[src/rtl/regfile_mp.sv]
// rtl/regfile_mp.sv - multi-read-port register file with per-register busy scoreboard
module regfile_mp #(
    parameter int XLEN     = 32,
    parameter int NREGS    = 32,
    parameter int AW       = $clog2(NREGS),
    parameter int NRD      = 2,
    parameter int ZERO_REG = 1,
    parameter int BYPASS   = 1
) (
    input  logic                  clk,
    input  logic                  reset_n,
    input  logic                  write_en,
    input  logic [AW-1:0]         write_ad,
    input  logic [XLEN-1:0]       data_in,
    input  logic [NRD*AW-1:0]     rd_ad,
    output logic [NRD*XLEN-1:0]   data_out,
    input  logic                  busy_set_en,
    input  logic [AW-1:0]         busy_set_ad,
    output logic [NRD-1:0]        rd_busy,
    output logic                  busy_any
);

    logic [XLEN-1:0]  r_regs [NREGS];
    logic [NREGS-1:0] r_busy;

    logic w_wr_ok;
    logic w_set_ok;

    // Register 0 swallows writes and busy-sets when it is hardwired to zero.
    assign w_wr_ok  = write_en    && !((ZERO_REG != 0) && (write_ad    == '0));
    assign w_set_ok = busy_set_en && !((ZERO_REG != 0) && (busy_set_ad == '0));

    always_ff @(posedge clk or negedge reset_n) begin
        if (!reset_n) begin
            for (int i = 0; i < NREGS; i++) begin
                r_regs[i] <= '0;
            end
            r_busy <= '0;
        end else begin
            if (w_wr_ok) begin
                r_regs[write_ad] <= data_in;
            end
            // A new producer issued in the same cycle supersedes the completing write.
            for (int i = 0; i < NREGS; i++) begin
                if (w_set_ok && (busy_set_ad == AW'(i))) begin
                    r_busy[i] <= 1'b1;
                end else if (write_en && (write_ad == AW'(i))) begin
                    r_busy[i] <= 1'b0;
                end
            end
        end
    end

    for (genvar k = 0; k < NRD; k++) begin : g_rd
        logic [AW-1:0] w_ra;
        logic          w_zero;
        logic          w_hit;
        logic          w_busy_clr;

        assign w_ra       = rd_ad[k*AW +: AW];
        assign w_zero     = (ZERO_REG != 0) && (w_ra == '0);
        assign w_hit      = (BYPASS != 0) && w_wr_ok && (write_ad == w_ra);
        assign w_busy_clr = (BYPASS != 0) && write_en && (write_ad == w_ra)
                            && !(w_set_ok && (busy_set_ad == w_ra));

        assign data_out[k*XLEN +: XLEN] = (!reset_n || w_zero) ? '0 :
                                          w_hit ? data_in : r_regs[w_ra];
        assign rd_busy[k] = reset_n && r_busy[w_ra] && !w_busy_clr;
    end

    assign busy_any = reset_n && (|r_busy);

endmodule

[config.mk]
export PLATFORM = sky130hd
export DESIGN_NAME = regfile_mp
export DESIGN_NICKNAME = d
export VERILOG_FILES = /design/src/rtl/regfile_mp.sv
export SDC_FILE = /design/constraint.sdc
export NUM_CORES = 2
export LEC_CHECK = 0
export BUFFER_PORTS_ARGS = -buffer_cell sky130_fd_sc_hd__buf_2
export CELL_PAD_IN_SITES_DETAIL_PLACEMENT = 1
export CELL_PAD_IN_SITES_GLOBAL_PLACEMENT = 1
export CORE_AREA = 2 2 438 440
export DETAILED_ROUTE_END_ITERATION = 8
export DIE_AREA = 0 0 440 442
export PLACE_DENSITY = 0.53
export SLEW_MARGIN = 10
export SYNTH_ARGS = -nofsm -noshare
export SYNTH_HDL_FRONTEND = slang
export SYNTH_SLANG_ARGS = --single-unit
[constraint.sdc]
create_clock -name clk -period 12.59 [get_ports clk]
set_clock_uncertainty 0.2 [all_clocks]
set_input_delay 3.1475 -clock clk [delete_from_list [all_inputs] [get_ports clk]]
set_output_delay 3.1475 -clock clk [all_outputs]
set_load 0.02 [all_outputs]
======== Word level (Yosys, flattened, before mapping) ========
Cells that the tools add are included.
storage, ports and cells
  output and inout port bits .............. 67
  register bits ........................... 1056
  bits of input ports ..................... 56
operators by class
  magnitude comparators ................... 6
  reduce and logical (&&, ||, !) cells .... 126
  bitwise logic cells ..................... 3
  muxes and demuxes ....................... 81
  equality and inequality tests ........... 66
operators by type and width
  cell                  count
  $bwmux W1024          1
  $bmux W32 S5          2
  $mux W32              9
  $demux W32 S5         1
  $eq A5 B5 Y1 const B  32
  $eq A5 B4 Y1 const B  16
  $logic_and A1 B1 Y1   80
  $mux W1               66
  $reduce_bool A2 Y1    32
  $eq A5 B3 Y1 const B  8
  $reduce_or A32 Y1     1
  $eq A5 B2 Y1 const B  4
  $eq A5 B5 Y1          4
  $logic_not A5 Y1      4
  $ge A6 B6 Y1 const B  3
  $not A5 Y6            3
  $lt A5 B6 Y1 const B  2
  $bmux W1 S5           2
  $eq A5 B1 Y1 const B  2
  $logic_not A1 Y1      7
  $lt A6 B1 Y1 const B  1
  $logic_or A1 B1 Y1    2

======== Longest topological paths before layout ========
  word-level depth ........................ 8
  gate-level depth with buffers ........... 9

======== Worst setup path after synthesis ========
Ideal clock, no wire load.
  kind .................................... input-to-output
  start ................................... input rd_ad[5]
  end ..................................... output data_out[32]
  stages .................................. 5
  path buffers ............................ 2
  slack ................................... 4.020 ns
  arrival time ............................ 5.222 ns
  path through ............................ buf_2 -> buf_1 -> mux4_2 -> mux4_2 -> a221o_1
on the way
  longest elaborated chain between the ends .. 6
  elaborated cells between the ends (all ways) .. 10
  those cells by class .................... 1 x eq/ne; 5 x mux; 1 x bitwise; 3 x reduce/logical
ends and longest elaborated chain
  item                                         line  source
  from (decl)                                  15    input logic [NRD*AW-1:0] rd_ad,
  $not A5 Y6 (not written as such)             67    w_hit ? data_in : r_regs[w_ra];
  $bmux W32 S5                                 67
  $mux W32 (not written as such) (2 in a row)  67
  $mux W32                                     67
  $mux W32 *                                   66    assign data_out[k*XLEN +: XLEN] = (!reset_n || w_zero) ? '0 :
  to (decl)                                    16    output logic [NRD*XLEN-1:0] data_out,
Mark *: on every way between the ends. The rest lies on a longest branch, timed or not. The select of a mux whose other input is x is not followed.

======== Final worst setup path ========
  start ................................... input rd_ad[6]
  end ..................................... output data_out[60]
Same word-level chain as after synthesis.

==> run_results.csv <==
group,metric,value,unit
route,drc_errors,0,
global_route,grt_pass1_wl,301,mm
sta,worstMarginPinSlew,1300,ps
global_route,antenna_found_initial,11,
worst_setup_path,slowest_delay,960,ps
route,wl,210,mm
route,drt-pass1-iter-count,7,
worst_setup_path,crit_family,"compound AO/OA/AOI/OAI gates",
worst_setup_path,cp.required,9240,ps
layout,n_fill_cell,19200,
sta,hold_viol_final,0,
die,num_rows,160,
worst_setup_path,r2r_start,"r_busy[28]",
global_route,grt_pass1_vias,37900,
outcome,outcome,"complete, no violations",
sta,worst_slack,2480,ps
worst_setup_path,reg2reg_to,"r_busy[28]",
worst_setup_path,arrival,6760,ps
worst_setup_path,regToRegSetupSlack,11570,ps
synth,syn_inst,3761,
place,dp_slack,2460,ps
clock_tree,cts_tree,"yes",
worst_setup_path,start_kind,"primary input",
worst_hold_path,holdPathEnd,"r_regs[1022]",
worst_setup_path,end_kind,"primary output",
synth,ys_top_cells_by_area,"dfrtp_1, mux4_2, mux2_2",
clock_tree,clkLatencyLatePin,780,ps
clock_tree,post_cts_buffers,0,
worst_setup_path,path_class,"in2out",
synth,synth_cell_types,49,
synth,ys_ff_latch,1056,
worst_setup_path,cp_slowest_cell,"o31ai_4",
layout,drive_gt1_share,51.8,%
die,die-area,0.194,mm^2
worst_setup_path,cp_max_fo,69,
synth,yosysTopAreaCell,"dfrtp_1",
sta,max_slew_margin,13.0,%
synth,syn-num-nets,3817,
layout,register_area,0.0264,mm^2
die,die_w,440,um
sta,finalSetupTns,0,ps
synth,synth-seq-area-share,46.7,%
place,gp_congestion,0.750,
clock_tree,htreeDepth,3,
layout,instances_no_fill,6259,
power,peakVddDrop,0.108,mV
die,start_util,29.9,%
worst_setup_path,rr_worst_depth,2,
clock_tree,cts-root-buf,"clkbuf_16",
sta,period_needed,10110,ps
layout,syn2layout_area_growth,12.5,%
synth,post_synth.cell_area_avg,15.1,um^2
layout,final_nets,3699,
place,portBuffers,122,
die,coreArea,0.190,mm^2
route,dr_total_vias,36000,
clock_tree,cts_resized,0,
synth,ys_warn_count,0,
worst_hold_path,min_path_cells,0,
worst_hold_path,hp-start,"r_regs[1022]",
clock_tree,path_clk_slew,60,ps
sta,max_freq,0.0990,GHz
clock_tree,clock-sinks,1056,
global_route,grt_max_degree,163,
job,maxCapViolations,0,
place,dp_cells,6031,
route,drtIter0Drc,2593,
layout,final_util,33.6,%
place,place.detailed.hpwl,114,mm
sta,grt_setup_unrepaired,"no",
die,dieHeight,442,um
worst_hold_path,hp-class,"reg2reg",
power,leakage,0.0268,uW
route,ant_nets,0,
sta,drv_slew,0,
global_route,grt_use_total,21.5,%
synth,syn_area,0.0566,mm^2
clock_tree,cts_made_buffers,121,
route,wl_per_cell,33.5,um
worst_setup_path,crit_chain,"buf_8 -> xnor2_1 -> nand4_1 -> o31ai_4 -> inv_2 -> a221o_1 -> buf_2",
die,pin_count,123,
clock_tree,ctsHoldBuffers,0,
global_route,grt_overflow_total,0,
route,avgViaCountPerCell,5.74,
worst_setup_path,cp_num_buf_inv,3,
layout,multi_input_area,0.0285,mm^2
clock_tree,clockBufferDepth,3,
synth,synth_top_area_share,46.7,%
power,power.density,162,mW/mm^2
sta,finalCritPeriodShare,80.3,%
sta,finalSetupViolCount,0,
-- how the worst max path moves through the flow --
stage,cells after the start,endpoint,from,slack (ps)
after floorplan,5,data_out[32],rd_ad[5],4020
after global placement,7,data_out[60],rd_ad[6],2480
after detailed placement,7,data_out[60],rd_ad[6],2460
after CTS,7,data_out[60],rd_ad[6],2460
after global routing,7,data_out[60],rd_ad[6],2370
final,7,data_out[60],rd_ad[6],2480
-- final cells by class --
| cell class | instances | share of cell area (%) |
|---|---|---|
| sequential | 1056 | 41.5 |
| clock buffer | 184 | 5.74 |
| clock inverter | 41 | 0.758 |
| tap | 2511 | 4.93 |
| timing repair buffer | 205 | 2.20 |
| multi-input combinational | 2249 | 44.8 |
| antenna | 3 | 0.0118 |
| inverter | 10 | 0.0589 |
-- synthesized netlist by cell type, drive strengths merged --
| cell | count |
|---|---|
| a211oi | 32 |
| a21boi | 1 |
| a21oi | 96 |
| a221o | 64 |
| a221oi | 64 |
| a22o | 9 |
| a22oi | 96 |
| and2 | 3 |
| and3 | 7 |
| and3b | 2 |
| buf | 196 |
| clkbuf | 250 |
| dfrtp | 1056 |
| inv | 10 |
| mux2 | 993 |
| mux2i | 160 |
| mux4 | 500 |
| nand2 | 23 |
| nand2b | 7 |
| nand3 | 9 |
| nand4 | 8 |
| nand4b | 2 |
| nor2 | 22 |
| nor2b | 40 |
| nor3 | 2 |
| nor3b | 1 |
| nor4 | 12 |
| nor4b | 2 |
| o21a | 1 |
| o21ai | 28 |
| o21bai | 32 |
| o22ai | 4 |
| o311ai | 2 |
| o31ai | 2 |
| o41ai | 3 |
| or2 | 2 |
| xnor2 | 16 |
| xor2 | 4 |
-- through the flow --
| stage | instance area (um^2) | total power, uW | hold slack (ps) |
|---|---|---|---|
| detailed placement | 59500 | 6660 | 185 |
| CTS | 63700 | 10400 | 200 |
| global placement | 59500 | 6590 | 184 |
| finish | 63700 | 10300 | 197 |
| floorplan | 56600 | 5970 | 241 |
| global route | 63700 | 10800 | 213 |
-- worst register-to-register path, stage by stage (launching register included) --
cell	delay, ps
dfrtp_1	420
o21ai_0	130
o21ai_0	140
-- placed cells by master (no fill, tap or decap), drive strengths merged, types with 4 or more instances in the layout --
master	netlist	routed
nand2	23	23
o21bai	32	32
a221o	64	64
inv	10	13
mux2	993	993
bufinv	0	10
xor2	4	4
o21ai	28	28
a211oi	32	32
a22o	9	9
nand3	9	9
clkinv	0	26
clkbuf	250	185
nor2b	40	40
a221oi	64	64
mux2i	160	160
o22ai	4	4
dfrtp	1056	1056
nor4	12	12
a21oi	96	96
nor2	22	22
a22oi	96	96
xnor2	16	16
nand2b	7	7
mux4	500	500
buf	196	204
and3	7	7
nand4	8	8
-- metal layers --
metal | vias to the layer above | share of wire [%] | GRT usage, % | wire length [um]
li1 | 14500 | - | - | -
met1 | 20300 | 46 | 31.2 | 97400
met2 | 895 | 47 | 34.3 | 98800
met3 | 236 | 4.2 | 2.44 | 8850
met4 | 4 | 2.2 | 5.27 | 4700
met5 | - | 0.011 | 0 | 23
-- sequential cells by signal (all words and copies together) (netlist names) --
register  count
r_regs     1024
r_busy       32
-- logic make-up (layout without fill, tap and decap cells) --
| family | Yosys count | in the layout | synth area share, % |
|---|---|---|---|
| buffers and inverters | 456 | 440 | 3.41 |
| AOI/OAI and AO/OA | 434 | 434 | 5.72 |
| and+or+nand+nor | 142 | 142 | 1.43 |
| other | 0 | 3 | 0 |
| DFF | 1056 | 1056 | 46.7 |
| muxes | 1653 | 1653 | 42.5 |
| xor gates and xnor gates | 20 | 20 | 0.309 |
-- power by group --
part	leakage (uW)	switching, uW	total [uW]	internal (uW)
Clock	0.00206	1530	3720	2190
Combinational	0.0113	876	2070	1200
Sequential	0.0135	482	4530	4040
No activity file was read; power rests on OpenSTA's default activity.
